## src/rtl/delay_line_multi_pkg.sv

```systemverilog
// Shared definitions for the multi-channel delay line.
//   state_t   : control FSM encoding (ST_FILL = blanking, ST_RUN = delayed data on out)
//   DELAY_MIN : smallest delay the block will run with; a requested delay of 0 is raised to this
package delay_line_multi_pkg;

  typedef enum logic [0:0] {
    ST_FILL = 1'b0,
    ST_RUN  = 1'b1
  } state_t;

  localparam int DELAY_MIN = 1;

endpackage

```

## src/rtl/delay_line_multi_ring.sv

```systemverilog
// DEPTH x WIDTH simple dual-port sample store with synchronous write and registered read.
// No reset, so it can map onto block RAM.
// Ports:
//   clk   : clock
//   we    : write enable
//   waddr : write address
//   wdata : write data
//   raddr : read address
//   rdata : registered read data
module delay_line_multi_ring #(
  parameter int  DEPTH = 256,
  parameter int  WIDTH = 4,
  localparam int AW    = $clog2(DEPTH)
) (
  input  logic             clk,
  input  logic             we,
  input  logic [AW-1:0]    waddr,
  input  logic [WIDTH-1:0] wdata,
  input  logic [AW-1:0]    raddr,
  output logic [WIDTH-1:0] rdata
);

  logic [WIDTH-1:0] mem_r [DEPTH];

  // Write port: store the incoming sample
  always_ff @(posedge clk) begin
    if (we) begin
      mem_r[waddr] <= wdata;
    end
  end

  // Read port: write-first on an address collision, which only happens at delay 1
  always_ff @(posedge clk) begin
    if (we && (waddr == raddr)) begin
      rdata <= wdata;
    end else begin
      rdata <= mem_r[raddr];
    end
  end

endmodule

```

## src/rtl/delay_line_multi.sv

```systemverilog
// Multi-channel runtime-programmable delay line. Every channel is delayed by the same
// number of clk cycles using a circular buffer; out is blanked to IDLE_LEVEL until the
// buffer holds enough samples for the current delay.
// Optional build macro: DELAY_LINE_SYNC_EN adds a 2-flop synchroniser per channel in front
// of the buffer (latency D+2, blanking length still D).
// Ports:
//   clk       : system clock
//   n_reset   : asynchronous active-low reset
//   in        : CHANNELS input signals, sampled every rising clk
//   out       : CHANNELS delayed signals (IDLE_LEVEL while blanked)
//   cfg_delay : requested delay in cycles
//   cfg_valid : cfg_delay is valid
//   cfg_ready : a config word can be accepted (high in RUN)
//   cfg_err   : one-cycle pulse after an accepted cfg_delay was clamped
//   running   : out carries delayed data
module delay_line_multi #(
  parameter int   CHANNELS      = 4,
  parameter int   DEPTH         = 256,
  parameter int   DEFAULT_DELAY = 16,
  parameter logic IDLE_LEVEL    = 1'b0,
  localparam int  PW            = $clog2(DEPTH)
) (
  input  logic                clk,
  input  logic                n_reset,
  input  logic [CHANNELS-1:0] in,
  output logic [CHANNELS-1:0] out,
  input  logic [PW-1:0]       cfg_delay,
  input  logic                cfg_valid,
  output logic                cfg_ready,
  output logic                cfg_err,
  output logic                running
);
  import delay_line_multi_pkg::*;

  localparam logic [PW-1:0] ZERO      = {PW{1'b0}};
  localparam logic [PW-1:0] ONE       = PW'(1);
  localparam logic [PW-1:0] DEF_DELAY = PW'(DEFAULT_DELAY);
  localparam logic [PW-1:0] MIN_DELAY = PW'(DELAY_MIN);

  state_t              state_r;
  state_t              state_next_s;
  logic [PW-1:0]       wr_ptr_r;
  logic [PW-1:0]       delay_r;
  logic [PW-1:0]       delay_next_s;
  logic [PW-1:0]       fill_cnt_r;
  logic [PW-1:0]       fill_next_s;
  logic                cfg_err_next_s;
  logic [PW-1:0]       raddr_s;
  logic [CHANNELS-1:0] wdata_s;
  logic [CHANNELS-1:0] rdata_s;

`ifdef DELAY_LINE_SYNC_EN
  logic [CHANNELS-1:0] sync1_r;
  logic [CHANNELS-1:0] sync2_r;

  // Two-flop synchroniser per channel ahead of the buffer
  always_ff @(posedge clk or negedge n_reset) begin
    if (!n_reset) begin
      sync1_r <= {CHANNELS{IDLE_LEVEL}};
      sync2_r <= {CHANNELS{IDLE_LEVEL}};
    end else begin
      sync1_r <= in;
      sync2_r <= sync1_r;
    end
  end

  assign wdata_s = sync2_r;
`else
  assign wdata_s = in;
`endif

  // Write pointer advances every cycle and wraps naturally at DEPTH
  always_ff @(posedge clk or negedge n_reset) begin
    if (!n_reset) begin
      wr_ptr_r <= ZERO;
    end else begin
      wr_ptr_r <= wr_ptr_r + ONE;
    end
  end

  // The +1 compensates for the registered read so a sample shows on out exactly D cycles later
  assign raddr_s = wr_ptr_r - delay_r + ONE;

  delay_line_multi_ring #(
    .DEPTH (DEPTH),
    .WIDTH (CHANNELS)
  ) u_ring (
    .clk   (clk),
    .we    (1'b1),
    .waddr (wr_ptr_r),
    .wdata (wdata_s),
    .raddr (raddr_s),
    .rdata (rdata_s)
  );

  // Next-state logic: blank for D cycles in FILL, accept config words only in RUN
  always_comb begin
    state_next_s   = state_r;
    delay_next_s   = delay_r;
    fill_next_s    = fill_cnt_r + ONE;
    cfg_err_next_s = 1'b0;
    case (state_r)
      ST_FILL: begin
        if (fill_cnt_r == (delay_r - ONE)) begin
          state_next_s = ST_RUN;
        end else begin
          state_next_s = ST_FILL;
        end
      end
      ST_RUN: begin
        if (cfg_valid) begin
          // Any accepted word re-enters FILL, even an unchanged delay
          state_next_s = ST_FILL;
          fill_next_s  = ZERO;
          if (cfg_delay == ZERO) begin
            delay_next_s   = MIN_DELAY;
            cfg_err_next_s = 1'b1;
          end else begin
            delay_next_s = cfg_delay;
          end
        end else begin
          state_next_s = ST_RUN;
        end
      end
      default: begin
        state_next_s = ST_FILL;
        fill_next_s  = ZERO;
      end
    endcase
  end

  // Control state registers
  always_ff @(posedge clk or negedge n_reset) begin
    if (!n_reset) begin
      state_r    <= ST_FILL;
      delay_r    <= DEF_DELAY;
      fill_cnt_r <= ZERO;
      cfg_err    <= 1'b0;
    end else begin
      state_r    <= state_next_s;
      delay_r    <= delay_next_s;
      fill_cnt_r <= fill_next_s;
      cfg_err    <= cfg_err_next_s;
    end
  end

  assign running   = (state_r == ST_RUN);
  assign cfg_ready = running;
  assign out       = running ? rdata_s : {CHANNELS{IDLE_LEVEL}};

endmodule

```

## config.mk

```make
export PLATFORM = sky130hd
export DESIGN_NAME = delay_line_multi
export DESIGN_NICKNAME = d
export VERILOG_FILES = /design/src/rtl/delay_line_multi_pkg.sv /design/src/rtl/delay_line_multi_ring.sv /design/src/rtl/delay_line_multi.sv
export SDC_FILE = /design/constraint.sdc
export NUM_CORES = 1
export LEC_CHECK = 0
export CORE_MARGIN = 3
export CORE_UTILIZATION = 50
export DETAILED_ROUTE_END_ITERATION = 8
export GPL_ROUTABILITY_DRIVEN = 0
export PLACE_DENSITY = 0.65
export SLEW_MARGIN = 15
export SYNTH_ARGS = -nofsm -noshare
export SYNTH_HDL_FRONTEND = slang
export SYNTH_SLANG_ARGS = --single-unit
```

## constraint.sdc

```tcl
create_clock -name clk -period 6.85 [get_ports clk]
set_clock_uncertainty 0.2 [all_clocks]
set_input_delay 1.7125 -clock clk [delete_from_list [all_inputs] [get_ports clk]]
set_output_delay 1.7125 -clock clk [all_outputs]
set_load 0.02 [all_outputs]
```

# Word level (Yosys, flattened, before mapping)
# Memory sizes are Yosys's and may differ from the RTL's. A register that Yosys moved wholly into a read port is not among the register bits.
# Index checks and enable logic that the tools add are counted.
[classes] n_shift=0 n_eq_ne=1 div=0 n_bitwise=1 n_addsub=5 reduce_logical=2 multipliers=0 n_mux=10 order_cmp=0
[ops] op="8-bit by 1-bit adder with 8-bit output (second input constant)" n=3
[ops] op="8-bit 2-to-1 mux" n=3
[ops] op="8-bit == test" n=1
[ops] op="8-bit zero test" n=1
[ops] op="8-bit by 1-bit subtractor with 8-bit output (second input constant)" n=1
[ops] op="8-bit subtractor" n=1
[ops] op="1-bit 2-to-1 mux" n=5
[ops] op="4-bit 2-to-1 mux" n=1
[ops] op="1-bit one-hot mux with 2 select lines" n=1
[ops] op="2-bit AND reduction" n=1
[ops] op="1-bit inverter" n=1
[word_totals] input_bits=15 ram_bits=1024 latchBits=0 output_inout_bits=7 ff_bits=26 n_memories=1 rom_bits=0
[mem_list] name="u_ring.mem_r" depth=256 word_bits=4 rd=1 rd_ports_with_merged_regs=1 wr=1 line_no="delay_line_multi_ring.sv:23" source="logic [WIDTH-1:0] mem_r [DEPTH];"

# Logic depth before layout (Yosys ltp)
# Gate-level depths: netlist (run 1).
[depth] word_depth=4 depth_mapped=11 depth_no_buf=10

# By module
# From an unflattened synthesis (run 1), not the netlist that was laid out.
[hier_totals] hier_cells=2226 hier_area_um2=42375.6
[by_module_without_submodules] module="delay_line_multi_ring" n_inst=1 cells_each=2055 area_each_um2=40755.3 seq_area_each_um2=30909.6
[by_module_without_submodules] module="delay_line_multi" n_inst=1 cells_each=171 area_each_um2=1620.3 seq_area_each_um2=651.9

# Least setup slack after synthesis (run 1)
# OpenSTA, ideal clock, no wires.
[synth_timing] kind="reg2out" from="register (tool-made name)" to="output port out[0]" required_ns=4.938 arrival_ns=2.086 stages_incl_launch_ff=12 setup_slack_ns=2.851 path_buffers=5 path_cell_list="dfxtp_1 -> buf_6 -> buf_12 -> buf_12 -> buf_12 -> buf_12 -> mux2i_1 -> o221ai_2 -> o32ai_1 -> nor4_1 -> nand4_1 -> o22ai_1"
[synth_rtl] item="end, declared" line_no="delay_line_multi.sv:26" source="output logic [CHANNELS-1:0] out,"

==> metrics, run 1 <==
Multi-input gate area=10100 sq um; area share of the largest cell type after synthesis=72.1%; Critical Path End Type=output pin; Ys Warns=0; FF-to-FF Start=wr_ptr_r[4]$_DFF_PN0_; outcome=complete, no violations; Mapped Area=42600 sq um; # H-tree levels=3; clock share of power=32.7%; R2R depth=3; #FFs+latches synth=1058; number of global-route vias before repair=22.7k; Initial DRC Count=3053; worst endpoint required time=4.94 ns; vias=22.7k; Horiz. Die Dim=298 um; CTS tree=yes; worst r2r dst=u_ring.mem_r[223][0]$_DFFE_PP_; first-pass GRT wire length=158000 um; worst path cell trace=nand2b_2, buf_4, o221ai_1, o21ai_0, a22oi_1, nand4_1, o22ai_1, clkdlybuf4s50_1; Synth cell types=69; mean post-synth cell area=18.3 sq um; ANT cells=0; Cells after Synth=2331; net switching power=5.41 mW; Detailed Route WL=107000 um; Initial Util=50.7%; fin. max-slew vios=0; Crit path buffers/inverters=2; area delta synth->final=11.3%; Final min period=6.81 ns; PortBufs=21; Worst IR Drop VDD=0.251 mV; critical path class=reg2out; EDFF count, synth=1024; initial antenna violation count=0; Pleak=15.1 nW; total CTS buffers=105; fin crit share=99.4%; core area=84100 sq um; Worst Setup EP=out[0]; total global-route track usage=24.3%; Post-CTS Hold Buffers=0; Max Root-Sink Buffers=3; PwrDens=376 nW/um^2; Peak Freq=147 MHz; area of the die=88800 sq um; Internal=12.4 mW; Worst EP arrival=4.89 ns; ys flop type=edfxtp_1; Reg clk slew, reported paths=0.06 ns; Storage cell area=31600 sq um; largest net degree at the start of global routing=164; total grt overflow=0; io pins=22; most numerous cell in the Yosys netlist=edfxtp_1; final non-filler cell total=3589; cts repair resizes=0; drt pass-1 iters=6; CTS Root Cell=clkbuf_16; pre-CTS setup slack=0.913 ns; Slowest-stage cell, CP=clkdlybuf4s50_1; Detailed Place HPWL=67300 um; # placed instances=3391; Post-CTS Setup Repair Bufs=0; detailed-route DRC error count=0; Startpoint Class=flop; reg-to-reg slack, setup=3.72 ns; FFs w/ async S/R, synth=2.46%; final hold vios=0; num rows=106; fin nets=2399; Chip Height=298 um; worst slew pin tran=1.26 ns; CP Depth=8; max_cap viols=0; Final setup viols=0; setup TNS=0 ns; top cell type by total area after synthesis=edfxtp_1; RSZ-0062 raised after global routing=no; most frequent cells after synthesis=edfxtp_1 (1024), nor2_1 (292), mux4_2 (194); main area contributors after synthesis=edfxtp_1 (72%), mux4_2 (10%), mux2i_1 (2.7%); Setup WS post-layout=0.0433 ns; Hold Crit Class=reg2reg; sequential power share=41.9%; wire per inst=29.9 um; Crit Path Max Fanout=36; Sw Share=30.4%; Num Clock Sinks=1058; max incr delay on CP=0.69 ns; post-DR vias/cell=6.32; ANT nets after route=0; worst-skew pair later-pin latency=0.67 ns; Rel. slew slack=15.9%; post-synthesis sequential area ratio=74.0%; power share of the combinational group=25.4%; Top delay family on crit path=compound AO/OA/AOI/OAI gates; fill count=6395; share of cells above drive strength 1=18.1%; syn_nets=2366
per-layer routing:
layer	vias to the layer above	global-route usage (%)	share of wire, %
met5	-	0	0
met4	0	7.28	3.0
met3	194	4.63	8.5
li1	9461	-	-
met1	11900	34.9	41
met2	1152	38.4	48
power by group through the flow:
| stage | sequential (mW) | clock (mW) | combinational [mW] |
|---|---|---|---|
| after floorplan | 7.37 | 0 | 3.24 |
| after global placement | 7.60 | 0 | 4.47 |
| after detailed placement | 7.61 | 0 | 4.50 |
| after CTS | 7.47 | 5.89 | 4.52 |
| after global routing | 7.49 | 6.16 | 4.76 |
| final | 7.47 | 5.83 | 4.52 |
placed cells by master (no fill, tap or decap), types with 5 or more instances in the layout:
cell type	n
nand3b_1	6
clkdlybuf4s50_1	17
or3_1	6
edfxtp_1	1024
inv_1	16
nor2b_1	12
clkbuf_1	21
buf_12	11
a221oi_1	9
mux2_2	13
a21oi_1	32
clkbuf_16	106
o221ai_1	33
nor2_1	291
xnor2_1	17
clkinv_1	21
o32ai_1	7
or3b_2	5
nor3_1	32
and3_1	9
a22oi_1	30
mux2i_1	115
nand2_2	5
nor4_1	18
clkinv_2	21
nand2_1	72
buf_4	41
bufinv_16	13
a2111oi_0	8
o22ai_1	24
o21ai_0	31
nand4_1	14
ha_1	19
and2_1	8
nand3_1	24
xor2_1	10
mux4_2	194
dfrtp_1	25
a211oi_1	10
cells by family (layout without fill, tap and decap cells):
| family | after synthesis | count (layout) | share of synthesized area, % |
|---|---|---|---|
| flops | 1058 | 1058 | 74.0 |
| simple gates | 520 | 520 | 5.43 |
| mux | 325 | 325 | 13.5 |
| compound gates | 217 | 217 | 3.64 |
| buf+inv | 164 | 288 | 2.29 |
| xor+xnor | 27 | 27 | 0.555 |
| fa+ha+maj | 20 | 20 | 0.604 |
worst register-to-register path: cells and delay by family, from the launching register on:
kind	cells	cell delay (ns)
flops	1	0.69
simple gates	3	1.87
cell type report:
class                   instances  share of cell area, %
well taps                    1134                   2.99
inverters                      17                  0.134
flip-flops and latches       1058                   66.5
repair buffers                 73                   1.57
clock inverters                69                   1.61
clock buffers                 129                   5.81
multi-input cells            1109                   21.4
per-stage QoR:
| step | total power [mW] | hold slack (ns) | instance area (sq um) | utilization (%) |
|---|---|---|---|---|
| 2_1_floorplan | 10.6 | 0.267 | 42600 | - |
| 3_3_place_gp | 12.1 | 0.307 | 43900 | 52.2 |
| 3_5_place_dp | 12.1 | 0.319 | 43900 | 52.2 |
| 4_1_cts | 17.9 | 0.328 | 47500 | 56.4 |
| 5_1_grt | 18.4 | 0.363 | 47500 | 56.4 |
| 6_report | 17.8 | 0.326 | 47500 | 56.4 |
sequential cells by signal, summed over array words and instances, names as in the netlist, named ones only:
name and count:
u_ring.mem_r 1024, cfg_ready 1, cfg_err 1, fill_cnt_r 8
wr_ptr_r 8, delay_r 8
how the worst min path moves through the flow:
| stage | from | endpoint | depth (start not counted) |
|---|---|---|---|
| floorplan | fill_cnt_r[0]$_DFF_PN0_ | fill_cnt_r[0]$_DFF_PN0_ | 1 |
| global placement | fill_cnt_r[0]$_DFF_PN0_ | fill_cnt_r[0]$_DFF_PN0_ | 1 |
| detailed placement | fill_cnt_r[0]$_DFF_PN0_ | fill_cnt_r[0]$_DFF_PN0_ | 1 |
| CTS | fill_cnt_r[0]$_DFF_PN0_ | fill_cnt_r[0]$_DFF_PN0_ | 1 |
| global route | fill_cnt_r[0]$_DFF_PN0_ | fill_cnt_r[0]$_DFF_PN0_ | 1 |
| finish | fill_cnt_r[0]$_DFF_PN0_ | fill_cnt_r[0]$_DFF_PN0_ | 1 |
No activity file was read; power rests on OpenSTA's default activity.
==> inputs of run 2 (changes only) <==
CTS_CLUSTER_SIZE = 40   (was unset)
==> metrics, run 2 (synthesis results as in run 1) <==
Detailed Place HPWL=67300 um (unchanged); worst-skew pair later-pin latency=0.67 ns (about the same); Num Clock Sinks=1058 (unchanged); cts repair resizes=0 (unchanged); number of global-route vias before repair=22.7k (-0.026%); # H-tree levels=3 (unchanged); setup TNS=0 ns (unchanged); Worst IR Drop VDD=0.251 mV (about the same); fin nets=2400 (+0.042%); first-pass GRT wire length=158000 um (about the same); RSZ-0062 raised after global routing=no; most common cell after layout, fill and taps aside=edfxtp_1; Startpoint Class=flop; Initial DRC Count=2903 (-4.9%); CTS Root Cell=clkbuf_16; critical path class=reg2out; worst path cell trace=nand2b_2, buf_4, o22ai_1, nor4_1, nor4_1, nand4_1, o22ai_1, clkdlybuf4s50_1; PortBufs=21 (unchanged); io pins=22 (unchanged); area of the die=88800 sq um (unchanged); Crit path buffers/inverters=2 (unchanged); post-DR vias/cell=6.33 (+0.17%); Initial Util=50.7% (unchanged); Pleak=15.1 nW (about the same); Setup WS post-layout=0.129 ns (+0.0857 ns); worst endpoint required time=4.94 ns (about the same); pre-CTS setup slack=0.913 ns (unchanged); Top delay family on crit path=simple AND/OR/NAND/NOR gates; ANT nets after route=0 (unchanged); drt pass-1 iters=6 (unchanged); Largest register FFs=1024 (unchanged); fin crit share=98.1% (-1.3 points); core area=84100 sq um (unchanged); largest net degree at the start of global routing=164 (unchanged); detailed-route DRC error count=0 (unchanged); Post-CTS Hold Buffers=0 (unchanged); fin. max-slew vios=0 (unchanged); Reg clk slew, reported paths=0.06 ns (about the same); wire per inst=29.8 um (-0.13%); area delta synth->final=11.3% (about the same); share of cells above drive strength 1=18.2% (+0.081 points); PwrDens=375 nW/um^2 (about the same); final hold vios=0 (unchanged); Post-CTS Setup Repair Bufs=0 (unchanged); Max Root-Sink Buffers=3 (unchanged); max_cap viols=0 (unchanged); vias=22.7k (+0.19%); Final min period=6.72 ns (-0.0857 ns); Rel. slew slack=15.7% (-0.23 points); total grt overflow=0 (unchanged); most frequent cells in the layout=edfxtp_1 (1024), nor2_1 (291), mux4_2 (194); Worst EP arrival=4.81 ns (-0.08 ns); fill count=6395 (unchanged); worst slew pin tran=1.26 ns (+0.00347 ns); initial antenna violation count=0 (unchanged); Horiz. Die Dim=298 um (unchanged); Hold Crit Class=reg2reg; CTS tree=yes; total CTS buffers=105 (unchanged); max incr delay on CP=0.70 ns (about the same); Critical Path End Type=output pin; Slowest-stage cell, CP=clkdlybuf4s50_1; Detailed Route WL=107000 um (-0.10%); Chip Height=298 um (unchanged); Final setup viols=0 (unchanged); total global-route track usage=24.3% (about the same); num rows=106 (unchanged); outcome=complete, no violations; Crit Path Max Fanout=36 (unchanged); Peak Freq=149 MHz (+1.3%); Largest Register=u_ring.mem_r
-- run 2: cell count changes in the layout (fill, tap and decap cells not counted), sizes merged --
cell	previous run	this run
buf	56	57
clkbuf	129	128
diode	0	1
-- run 2: final timing paths --
| check | from | slack [ns] | end | depth (start not counted) |
|---|---|---|---|---|
| hold / removal | fill_cnt_r[0]$_DFF_PN0_ | 0.33 | fill_cnt_r[0]$_DFF_PN0_ | 1 |
| setup reg to reg | wr_ptr_r[4]$_DFF_PN0_ | 3.81 | u_ring.mem_r[223][0]$_DFFE_PP_ | 3 |
| min in group asynchronous | n_reset | 1.22 | cfg_err$_DFF_PN0_ | 2 |
| setup / recovery | flop | 0.13 | out[3] | 8 |
| max in group asynchronous | n_reset | 4.93 | delay_r[4]$_DFFE_PN1P_ | 2 |
| hold reg to reg | fill_cnt_r[0]$_DFF_PN0_ | 0.33 | fill_cnt_r[0]$_DFF_PN0_ | 1 |
-- run 2: power by group --
group | internal (mW) | switching [mW]
combinational | 1.86 | 2.67
clock | 3.37 | 2.45
sequential | 7.18 | 0.290
-- run 2: metal layers --
metal	track usage, %	wire length [um]	up-vias	share of wire [%]
li1	-	-	9460	-
met1	34.9	43500	11900	41
met2	38.4	51300	1173	48
met3	4.62	9070	198	8.5
met4	7.31	3250	0	3.0
met5	0	0	-	0
-- run 2: metrics by stage --
stage                     instances  util (%)  cell area (sq um)  hold WS, ns  power, mW
after global routing           3589      56.5              47500        0.363       18.4
after global placement         3391      52.2              43900        0.307       12.1
after detailed placement       3391      52.2              43900        0.319       12.1
final                          3590      56.5              47500        0.326       17.8
after CTS                      3588      56.4              47400        0.328       17.9
after floorplan                2331         -              42600        0.267       10.6
-- run 2: final cells by class --
class / instances / area (sq um) / share of cell area [%]
Clock buffer: 128 / 2760 / 5.80
Timing Repair Buffer: 74 / 771 / 1.62
Sequential cell: 1058 / 31600 / 66.5
Tap cell: 1134 / 1420 / 2.99
Multi-Input combinational cell: 1109 / 10100 / 21.3
Antenna cell: 1 / 2.50 / 0.00527
Inverter: 17 / 63.8 / 0.134
Clock inverter: 69 / 763 / 1.61
==> inputs of run 3 (changes only) <==
CORE_UTILIZATION = 70   (was 50)
CTS_BUF_LIST = sky130_fd_sc_hd__clkbuf_8   (was unset)
PLACE_DENSITY = 0.87   (was 0.65)
==> metrics, run 3 (synthesis results as in run 1) <==
worst-skew pair later-pin latency=0.80 ns (+0.13 ns); Hold Path Sink=fill_cnt_r[0]$_DFF_PN0_; cts repair resizes=0 (unchanged); wire per inst=31.7 um (+6.1%); RSZ-0062 raised after global routing=no; Largest register FFs=1024 (unchanged); Chip Height=253 um (-15%); Largest Register=u_ring.mem_r; Detailed Place HPWL=63100 um (-6.3%); num rows=89 (-16%); fin crit share=98.7% (+0.60 points); Horiz. Die Dim=253 um (-15%); initial antenna violation count=1 (+1); Reg clk slew, reported paths=0.07 ns (about the same); area delta synth->final=8.55%; reg-to-reg slack, setup=3.68 ns (-0.13 ns); most frequent cells in the layout=edfxtp_1 (1024), nor2_1 (292), mux4_2 (194); total grt overflow=0 (unchanged); total CTS buffers=157 (+50%); FF-to-FF Start=wr_ptr_r[4]$_DFF_PN0_; Detailed Route WL=105000 um (-2.3%); hold path cells=1 (unchanged); worst r2r dst=u_ring.mem_r[219][1]$_DFFE_PP_; share of cells above drive strength 1=19.0% (+0.79 points); ANT nets after route=0 (unchanged); Crit Path Max Fanout=39 (+8.3%); Worst IR Drop VDD=0.271 mV (+8.2%); final hold vios=0 (unchanged); most common cell after layout, fill and taps aside=edfxtp_1; Worst EP arrival=4.85 ns (+0.04 ns); Initial DRC Count=4229 (+46%); total global-route track usage=33.8% (+9.5 points); Initial Util=71.4% (+21 points); Final setup viols=0 (unchanged); fin nets=2443 (+1.8%); worst path cell trace=buf_4, nand4b_1, a211oi_1, a31oi_1, nand4_1, nor4_4, a31o_1, clkdlybuf4s50_1; CTS Root Cell=clkbuf_8; Startpoint Class=flop; Rel. slew slack=15.0% (-0.73 points); max_cap viols=0 (unchanged); Worst Min Path Start=fill_cnt_r[0]$_DFF_PN0_; area of the die=63900 sq um (-28%); vias=24.1k (+5.9%); fin. max-slew vios=0 (unchanged); outcome=complete, no violations; max incr delay on CP=0.80 ns (+0.10 ns); total power draw=16.8 mW (-5.9%); Post-CTS Hold Buffers=0 (unchanged); Post-CTS Setup Repair Bufs=0 (unchanged); PwrDens=362 nW/um^2 (-3.5%); fill count=2874 (-55%); # placed instances=3022 (-11%); CTS tree=yes; Slowest-stage cell, CP=dfxtp_2; Hold Crit Class=reg2reg; # H-tree levels=4 (+1); critical path class=reg2out; post-DR vias/cell=7.28 (+15%); number of global-route vias before repair=23.9k (+5.2%); Max Root-Sink Buffers=3 (unchanged); Critical Path End Type=output pin; Num Clock Sinks=1058 (unchanged); Final min period=6.76 ns (+0.0413 ns); detailed-route DRC error count=0 (unchanged); final non-filler cell total=3306 (-7.9%); first-pass GRT wire length=155000 um (-2.1%); worst slew pin tran=1.27 ns (+0.00926 ns); io pins=22 (unchanged); largest net degree at the start of global routing=135 (-18%); Pleak=15.0 nW (-0.91%); drt pass-1 iters=8 (+2); PortBufs=21 (unchanged); core area=59700 sq um (-29%); setup TNS=0 ns (unchanged); Peak Freq=148 MHz (-0.61%); worst endpoint required time=4.94 ns (about the same); R2R depth=3 (unchanged)
## run 3: changes by cell type in the layout (fill, tap and decap cells not counted), moves of 3 or more
cell,delta
inv_16,-3
clkbuf_1,-20
clkbuf_8,+162
clkinv_1,+19
inv_6,+3
clkbuf_16,-106
bufinv_16,-7
buf_12,-7
inv_1,+43
clkinv_2,-3
## run 3: worst max-delay path by stage
stage / startpoint / endpoint / slack, ns
floorplan: flop / out[0] / 2.85
global placement: flop / out[2] / 1.07
detailed placement: flop / out[2] / 0.92
CTS: flop / out[2] / 0.05
global route: flop / out[2] / 0.07
finish: flop / out[2] / 0.09
## run 3: per-layer routing
layer / GRT usage, % / up-vias / routed length (um)
met3: 10.6 / 473 / 14900
li1: - / 9562 / -
met5: 0 / - / 86
met2: 49.9 / 2245 / 47600
met1: 46.5 / 11800 / 35700
met4: 17.7 / 4 / 6430
## run 3: metrics by stage
stage | cell area (sq um) | worst slack, ns | hold slack (ns) | utilization (%)
3_3_place_gp | 43300 | 1.07 | 0.289 | 72.6
2_1_floorplan | 42600 | 2.85 | 0.267 | -
5_1_grt | 46300 | 0.0702 | 0.360 | 77.6
3_5_place_dp | 43300 | 0.925 | 0.312 | 72.6
6_report | 46300 | 0.0877 | 0.339 | 77.6
4_1_cts | 46300 | 0.0457 | 0.338 | 77.5
## run 3: worst max-delay path: cells and delay by family (launching register included)
kind	cells	cell delay, ns
buffers and inverters	2	1.19
and+or+nand+nor	3	0.97
AOI/OAI and AO/OA	3	1.01
DFF	1	0.80
## run 3: layout make-up
type / instances / area [sq um] / share of cell area (%)
clock inverter: 119 / 696 / 1.50
sequential: 1058 / 31600 / 68.2
inverter: 17 / 67.6 / 0.146
timing repair buffer: 65 / 591 / 1.28
tap: 773 / 967 / 2.09
clock buffer: 164 / 2260 / 4.88
multi-input combinational: 1109 / 10100 / 21.9
antenna: 1 / 2.50 / 0.00541
## run 3: power by group
group          switching [mW]  internal, mW
sequential              0.206          7.18
clock                    2.40          2.46
combinational            2.74          1.78
total                    5.34          11.4
